`config.mk`:
```
export PLATFORM = sky130hd
export DESIGN_NAME = remote_cmd_sched
export DESIGN_NICKNAME = d
export VERILOG_FILES = /design/src/rtl/remote_sched_pkg.sv /design/src/rtl/rr_arb.sv /design/src/rtl/remote_cmd_sched.sv
export SDC_FILE = /design/constraint.sdc
export NUM_CORES = 1
export LEC_CHECK = 0
export CAP_MARGIN = 25
export CORE_MARGIN = 4
export CORE_UTILIZATION = 52
export CTS_CLUSTER_SIZE = 14
export DETAILED_ROUTE_END_ITERATION = 8
export PLACE_DENSITY = 0.85
export REMOVE_ABC_BUFFERS = 1
export SLEW_MARGIN = 15
export SYNTH_ARGS = -nofsm -noshare
export SYNTH_HDL_FRONTEND = slang
export SYNTH_SLANG_ARGS = --single-unit
```
`constraint.sdc`:
```
create_clock -name clk -period 4.3 [get_ports clk]
set_input_delay 0.43 -clock clk [delete_from_list [all_inputs] [get_ports clk]]
set_output_delay 0.43 -clock clk [all_outputs]
set_load 0.01 [all_outputs]
```
`src/rtl/remote_sched_pkg.sv`:
```
// Shared types and constants for the remote command scheduler.
package remote_sched_pkg;

  typedef enum logic [2:0] {
    S_IDLE      = 3'd0,
    S_SEND      = 3'd1,
    S_WAIT_SENT = 3'd2,
    S_WAIT_RESP = 3'd3,
    S_DONE      = 3'd4
  } sched_state_t;

  localparam logic [7:0] DEF_ACK_VAL = 8'hA5;
  localparam int         MAX_NUM_REQ = 4;
  localparam int         CMD_W       = 16;
  // Requester indices are always carried at the width needed for the largest supported NUM_REQ.
  localparam int         IDX_W       = $clog2(MAX_NUM_REQ);

endpackage

```
`src/rtl/rr_arb.sv`:
```
// Round-robin arbiter: combinational pick starting one past the last served
// requester, with the served index registered as the new pointer on ack.
module rr_arb
  import remote_sched_pkg::*;
#(
  parameter int NUM_REQ = 2
) (
  input  logic               clk,
  input  logic               rst_n,
  input  logic [NUM_REQ-1:0] i_req,
  input  logic               i_upd,
  input  logic [IDX_W-1:0]   i_upd_idx,
  output logic               o_gnt_vld,
  output logic [IDX_W-1:0]   o_gnt_idx
);

  logic [IDX_W-1:0] r_ptr;
  logic [IDX_W-1:0] w_cand [NUM_REQ];

  // w_cand[g] is the requester examined at search distance g+1 from the pointer.
  for (genvar g = 0; g < NUM_REQ; g++) begin : g_cand
    assign w_cand[g] = IDX_W'((32'(r_ptr) + g + 1) % NUM_REQ);
  end

  // Walk from the farthest candidate down so the nearest requester wins.
  always_comb begin
    o_gnt_vld = 1'b0;
    o_gnt_idx = '0;
    for (int k = NUM_REQ - 1; k >= 0; k--) begin
      if (i_req[w_cand[k]]) begin
        o_gnt_vld = 1'b1;
        o_gnt_idx = w_cand[k];
      end
    end
  end

  always_ff @(posedge clk or negedge rst_n) begin
    if (!rst_n) begin
      r_ptr <= '0;
    end else if (i_upd) begin
      r_ptr <= i_upd_idx;
    end
  end

endmodule

```
`src/rtl/remote_cmd_sched.sv`:
```
// Shares one remote command link between NUM_REQ requesters with a response timeout.
// Optional resend-on-timeout is compiled in with REMOTE_SCHED_RETRY_EN.
module remote_cmd_sched
  import remote_sched_pkg::*;
#(
  parameter int         NUM_REQ     = 2,
  parameter int         TIMEOUT_CYC = 2000000,
  parameter logic [7:0] ACK_VAL     = DEF_ACK_VAL
`ifdef REMOTE_SCHED_RETRY_EN
  ,
  parameter int         MAX_RETRY   = 1
`endif
) (
  input  logic                     clk,
  input  logic                     rst_n,
  input  logic [NUM_REQ-1:0]       req,
  input  logic [NUM_REQ*CMD_W-1:0] req_cmd,
  output logic [NUM_REQ-1:0]       ack,
  output logic                     busy,
  output logic [7:0]               rsp_byte,
  output logic                     rsp_ok,
  output logic                     rsp_tmo,
  output logic                     send_cmd,
  output logic [CMD_W-1:0]         cmd,
  input  logic                     cmd_sent,
  input  logic                     resp_rdy,
  input  logic [7:0]               resp,
  output logic [2:0]               dbg_state
);

  localparam int               CNT_W    = $clog2(TIMEOUT_CYC) + 1;
  localparam logic [CNT_W-1:0] CNT_TERM = CNT_W'(TIMEOUT_CYC - 1);

  sched_state_t     r_state;
  logic [CMD_W-1:0] r_cmd;
  logic [IDX_W-1:0] r_gnt;
  logic [CNT_W-1:0] r_cnt;
  logic [7:0]       r_rsp_byte;
  logic             r_rsp_ok;
  logic             r_rsp_tmo;

  logic             w_gnt_vld;
  logic [IDX_W-1:0] w_gnt_idx;
  logic             w_retry;
  logic [CMD_W-1:0] w_slot [NUM_REQ];

  for (genvar i = 0; i < NUM_REQ; i++) begin : g_slot
    assign w_slot[i] = req_cmd[CMD_W*i +: CMD_W];
  end

  rr_arb #(
    .NUM_REQ (NUM_REQ)
  ) u_arb (
    .clk       (clk),
    .rst_n     (rst_n),
    .i_req     (req),
    .i_upd     (r_state == S_DONE),
    .i_upd_idx (r_gnt),
    .o_gnt_vld (w_gnt_vld),
    .o_gnt_idx (w_gnt_idx)
  );

`ifdef REMOTE_SCHED_RETRY_EN
  localparam int RTY_W = (MAX_RETRY > 0) ? $clog2(MAX_RETRY + 1) : 1;

  logic [RTY_W-1:0] r_retry;

  assign w_retry = (r_retry < RTY_W'(MAX_RETRY));

  always_ff @(posedge clk or negedge rst_n) begin
    if (!rst_n) begin
      r_retry <= '0;
    end else if (r_state == S_IDLE && w_gnt_vld) begin
      r_retry <= '0;
    end else if (r_state == S_WAIT_RESP && !resp_rdy && r_cnt == CNT_TERM && w_retry) begin
      r_retry <= r_retry + 1'b1;
    end
  end
`else
  assign w_retry = 1'b0;
`endif

  always_ff @(posedge clk or negedge rst_n) begin
    if (!rst_n) begin
      r_state    <= S_IDLE;
      r_cmd      <= '0;
      r_gnt      <= '0;
      r_cnt      <= '0;
      r_rsp_byte <= '0;
      r_rsp_ok   <= 1'b0;
      r_rsp_tmo  <= 1'b0;
    end else begin
      case (r_state)
        S_IDLE: begin
          if (w_gnt_vld) begin
            r_cmd   <= w_slot[w_gnt_idx];
            r_gnt   <= w_gnt_idx;
            r_state <= S_SEND;
          end
        end
        S_SEND: r_state <= S_WAIT_SENT;
        S_WAIT_SENT: begin
          if (cmd_sent) begin
            r_cnt   <= '0;
            r_state <= S_WAIT_RESP;
          end
        end
        S_WAIT_RESP: begin
          // A response arriving on the terminal count still wins over the timeout.
          if (resp_rdy) begin
            r_rsp_byte <= resp;
            r_rsp_ok   <= (resp == ACK_VAL);
            r_rsp_tmo  <= 1'b0;
            r_state    <= S_DONE;
          end else if (r_cnt == CNT_TERM) begin
            if (w_retry) begin
              r_state <= S_SEND;
            end else begin
              r_rsp_byte <= 8'h00;
              r_rsp_ok   <= 1'b0;
              r_rsp_tmo  <= 1'b1;
              r_state    <= S_DONE;
            end
          end else if (r_cnt != '1) begin
            r_cnt <= r_cnt + 1'b1;
          end
        end
        S_DONE:  r_state <= S_IDLE;
        default: r_state <= S_IDLE;
      endcase
    end
  end

  always_comb begin
    ack = '0;
    if (r_state == S_DONE) ack[r_gnt] = 1'b1;
  end

  assign busy      = (r_state != S_IDLE);
  assign send_cmd  = (r_state == S_SEND);
  assign cmd       = r_cmd;
  assign rsp_byte  = r_rsp_byte;
  assign rsp_ok    = r_rsp_ok;
  assign rsp_tmo   = r_rsp_tmo;
  assign dbg_state = r_state;

endmodule

```
; ---- Yosys cells after proc, flatten, opt, wreduce, memory -nomap -nowiden
; Cells that the tools add are included.
[word_totals]
reg_bits = 53
inputBits = 46
out_inout_bits = 33
[classes]
add_sub_neg = 3
order_cmp = 5
n_eq_ne = 13
mux = 30
bitwise_logic = 1
reduce_logical = 9
[op_table]
columns = operator, n
row1 = 2-to-1 mux 22 bit, 4
row2 = 2-to-1 mux 16 bit, 3
row3 = one-hot mux 22 bit (2 select lines), 1
row4 = adder 22 x 1 -> 22 bit (second input constant), 1
row5 = == test 22 x 21 -> 1 bit (second input constant), 1
row6 = != test 22 bit (second input constant), 1
row7 = 2-to-1 mux 8 bit, 2
row8 = 2-to-1 mux 1 bit, 13
row9 = 2-to-1 mux 3 bit, 4
row10 = one-hot mux 3 bit (4 select lines), 1
row11 = == test 8 bit (second input constant), 1
row12 = != test 2 bit (second input constant), 4
row13 = == test 3 x 2 -> 1 bit (second input constant), 2
row14 = less-than comparator 1 x 2 -> 1 bit (second input constant), 3
row15 = AND reduction 5 bit, 1
row16 = AND reduction 2 bit, 2
row17 = nonzero test 2 bit, 2
row18 = == test 3 x 1 -> 1 bit (second input constant), 1
row19 = == test 3 bit (second input constant), 1
row20 = >= comparator 3 x 2 -> 1 bit (second input constant), 1
row21 = zero test 3 bit, 1
row22 = != test 3 bit (second input constant), 1
row23 = inverter 1 -> 3 bit, 1
row24 = AND reduction 3 bit, 1
row25 = 7 further kinds, 8

; ---- Depth between registers and ports, before layout
[logic_depth]
word_depth = 10
mapped_depth = 9

; ---- Hierarchy
; A second synthesis with hierarchy kept.
[unflattened]
cells_unflattened = 298
hier_area_um2 = 2882.8
[modules_own_cells]
columns = mod, instances, cells_per_inst, area_each_um2
row1 = remote_cmd_sched, 1, 292, 2817.7
row2 = rr_arb, 1, 6, 65.1

; ---- Worst setup path before layout
; OpenSTA, ideal clock, no wires.
[synth_timing]
path_type = reg2reg
startpoint = register r_cnt[0]
endpoint = register r_cnt[8]
setup_time_ns = 0.128
arrival_ns = 1.985
required_time_ns = 4.172
slack_ns = 2.188
path_stages_with_launch = 10
path_buffers = 3
synth_period_minus_slack_ns = 2.112
path_cell_list = dfrtp_1 -> ha_1 -> nand4_4 -> or3_1 -> buf_6 -> or2_1 -> buf_6 -> buf_6 -> a32oi_1 -> o21ai_1
[synth_via]
elab_chain_cells = 5
word_cells_on_any_way = 10
classes_between = add/sub (1) / eq/ne (4) / mux (4) / reduce/logical (1)
[synth_rtl]
columns = item, line_no
row1 = start: declaration, remote_cmd_sched.sv:37  ; logic [CNT_W-1:0] r_cnt;
row2 = start signal: assignment, remote_cmd_sched.sv:125  ; r_cnt <= r_cnt + 1'b1;
row3 = adder 22 x 1 -> 22 bit, remote_cmd_sched.sv:125
row4 = 2-to-1 mux 22 bit, remote_cmd_sched.sv:124  ; end else if (r_cnt != '1) begin
row5 = 2-to-1 mux 22 bit, remote_cmd_sched.sv:115  ; end else if (r_cnt == CNT_TERM) begin
row6 = 2-to-1 mux 22 bit, remote_cmd_sched.sv:110  ; if (resp_rdy) begin
row7 = one-hot mux 22 bit (2 select lines), remote_cmd_sched.sv:93  ; case (r_state)
; Parallel ways exist; a longest one is shown, timed or not. The select of a mux whose other input is x is not followed.
; A chain may end at the register's enable or synchronous reset.

; ---- Worst setup path after layout
[layout_timing]
startpoint = register r_cnt[0]
endpoint = register r_rsp_ok, in the netlist rsp_ok
[layout_via]
elab_chain_cells = 3
[layout_rtl]
columns = item, line_no
row1 = == test 22 x 21 -> 1 bit, remote_cmd_sched.sv:115
row2 = nonzero test 2 bit (no line), --
row3 = AND reduction 2 bit (no line), --
row4 = end signal: assignment, remote_cmd_sched.sv:112  ; r_rsp_ok <= (resp == ACK_VAL);
row5 = end: declaration, remote_cmd_sched.sv:39  ; logic r_rsp_ok;
; Every way passes these cells.

==> impl_metrics.csv <==
group,metric,value,unit
finish,drive_above_1_share,5.21,%
power_and_ir_drop,leakage,1.51,nW
synth,synth_edf_count,0,
routing,wl_per_cell,17.5,um
power_and_ir_drop,switching_power,734,uW
synth,yosys_warnings,0,
timing,drv_slew,0,
placement,gp_congestion,0.851,
setup_path,cp_data_arrival_time,2.92,ns
routing,dr.pass1.iters,4,
power_and_ir_drop,vdd_ir_drop_max,376,uV
synth,avgSynthCellArea,9.14,um2
routing,dr_total_vias,2777,
global_route,grt_pass1_wl,13000,um
timing,rsz0062_at_grt,"false",
routing,route.met3.wl,513,um
placement,port_buffers,78,
clock_network,cts-root-buf,"clkbuf_8",
global_route,first_global_vias,2702,
setup_path,start_kind,"flip-flop",
floorplanning,die_area,0.00683,mm2
clock_network,clk_pin_slew,0.10,ns
clock_network,clk_latency,0.30,ns
routing,drc,0,
timing,fin_skew,0.00671,ns
clock_network,postCtsSetupBuffers,0,
routing,top_layer_used,"met4",
routing,viasPerCell,6.12,
routing,met1_length,3120,um
routing,initialDrtViolationCount,289,
floorplanning,io-pin-count,79,
clock_network,cts.htree.levels,2,
synth,synthArstFlopShare,100,%
run_status,status,"completed",
floorplanning,rows,26,
global_route,gr-total-overflow,0,
clock_network,cts_tree,"yes",
routing,wl_met2,4180,um
routing,drt_wl_total,7930,um
setup_path,cp.required,4.50,ns
synth,synth_ff_type,"dfrtp_1",
power_and_ir_drop,swShare,37.8,%
placement,place_ws,1.62,ns
finish,fin_cells,454,
global_route,grt_max_degree,54,
timing,min_period,2.72,ns
global_route,antenna_found_initial,0,
timing,timing.final.crit_share,63.4,%
timing,tns,0,ns
finish,area_delta_synth_final,31.3,%
job,max_cap_viol_count,0,
synth,synth_cell_type_count,50,
worst_hold_path,worstHoldPathType,"in2async",
routing,ant_nets,0,
setup_path,crit_fanout,24,
power_and_ir_drop,seqPwrFrac,39.7,%
timing,hold_violations,0,
clock_network,cts_buffers,5,
timing,fin_hold_ws,0.227,ns
synth,ys_seq_area_share,45.8,%
placement,dp.cells,446,
synth,synth.top_cell.area_share,45.8,%
timing,fmax,367,MHz
floorplanning,die_h,82.6,um
finish,nets,431,
global_route,grt_usage,24.5,%
floorplanning,start_util,55.3,%
timing,tightest_slew,0.846,ns
clock_network,clk_path_buf_depth,2,
synth,ys_seq_elements,53,
power_and_ir_drop,pwr-share-comb,45.4,%
finish,antenna_cells,0,
clock_network,cts_sinks,53,
timing,final.setup.worst_slack,1.58,ns
power_and_ir_drop,p_clk_share,14.9,%
clock_network,hold_buffers,0,
finish,fin_area,0.00380,mm2
synth,netlist_instances,317,
floorplanning,core,0.00524,mm2
timing,setup_viol,0,
power_and_ir_drop,power.density,510,mW/mm2
synth,netlist_area,0.00290,mm2
placement,dp_hpwl,5630,um
setup_path,end_kind,"flip-flop",
synth,yosysTopAreaCell,"dfrtp_1",
placement,place_area,0.00370,mm2
timing,maxSlewHeadroom,43.5,%
synth,netlist_top_cells_area,"dfrtp_1 (46%), mux2i_1 (5.5%), nand2_1 (4.8%)",
floorplanning,dieWidth,82.6,um
setup_path,critical_path_class,"reg2reg",
power_and_ir_drop,power.internal,1.21,mW
clock_network,ctsResizeCount,0,
-- registers in the layout, indices dropped and copies added (netlist names) --
name	flops
u_arb.r_ptr	1
rsp_tmo	1
r_gnt	1
r_cnt	22
dbg_state	3
cmd	16
rsp_byte	8
rsp_ok	1
-- stage by stage --
step           util, %  total power [mW]
4_1_cts           72.3              1.95
6_report          72.6              1.94
3_3_place_gp      70.3              1.62
5_1_grt           72.6              2.08
3_5_place_dp      70.6              1.65
2_1_floorplan        -              1.17
-- placed cells by master, fill, tap and decap left out, types with 6 or more instances in the layout --
master           synthesis  layout
a21oi_1                 17      17
a22o_1                   8       8
a31oi_1                  6       6
a32oi_1                 11      11
clkbuf_8                 0       6
clkdlybuf4s50_1          0      77
dfrtp_1                 53      53
mux2i_1                 16      16
nand2_1                 37      37
nand3_1                 16      16
nand4_1                  6       6
nor2_1                  29      28
nor3_1                  22      22
nor4_1                  11      11
o21ai_0                  9       9
-- power by group through the flow --
stage	Clock (mW)	Combinational [mW]	Sequential [mW]
2_1_floorplan	0	0.357	0.817
3_3_place_gp	0	0.854	0.771
3_5_place_dp	0	0.879	0.775
4_1_cts	0.296	0.881	0.769
5_1_grt	0.327	0.961	0.791
6_report	0.290	0.881	0.770
-- layer usage --
layer	up-vias	GRT usage, %
li1	1323	-
met1	1331	33.4
met2	109	39.2
met3	14	6.18
met4	0	6.05
met5	-	0
-- worst max-delay path: stages (launching register included) --
cell	delay, ns
dfrtp_1	0.43
ha_1	0.26
nand4_4	0.16
nor3_1	0.32
a41o_1	0.74
nand2_1	0.41
a32o_1	0.31
-- area by class of cell --
type / count / area (um2)
clock buffer: 6 / 82.6
clock inverter: 1 / 7.51
fill: 397 / 1430
inverter: 5 / 18.8
multi-input combinational: 236 / 1460
sequential: 53 / 1330
tap: 70 / 87.6
timing repair buffer: 83 / 825
-- Yosys cell counts, types with 4 or more instances --
| cell | n |
|---|---|
| nor3_1 | 22 |
| o21ai_0 | 9 |
| nor2_1 | 29 |
| buf_2 | 4 |
| a32oi_1 | 11 |
| dfrtp_1 | 53 |
| a31oi_1 | 6 |
| o211ai_1 | 4 |
| a22o_1 | 8 |
| nor4_1 | 11 |
| o311ai_0 | 5 |
| nand4_1 | 6 |
| nand2_1 | 37 |
| nand3_1 | 16 |
| mux2i_1 | 16 |
| inv_1 | 5 |
| clkbuf_1 | 13 |
| a21oi_1 | 17 |
-- worst paths after layout --
check                       startpoint     endpoint  slack, ns  cells past startpoint
max in group asynchronous        rst_n      cmd[11]       3.63                      2
setup reg to reg              r_cnt[0]       rsp_ok       1.58                      6
hold reg to reg            rsp_byte[2]  rsp_byte[2]       0.52                      1
min in group clk           rsp_byte[2]  rsp_byte[2]       0.52                      1
hold / removal                   rst_n    r_cnt[19]       0.23                      2
setup / recovery              r_cnt[0]       rsp_ok       1.58                      6
-- cells by family (layout without fill, tap and decap cells) --
family,count (synthesis),count (layout),share of synthesized area [%]
buffers and inverters,28,95,4.58
AO/OA/AOI/OAI,78,78,19.4
AND/OR/NAND/NOR,141,141,24.3
multiplexers,16,16,5.53
flip-flops,53,53,45.8
adder cells (fa/ha/maj),1,1,0.432
(Power assumes the default switching activity.)
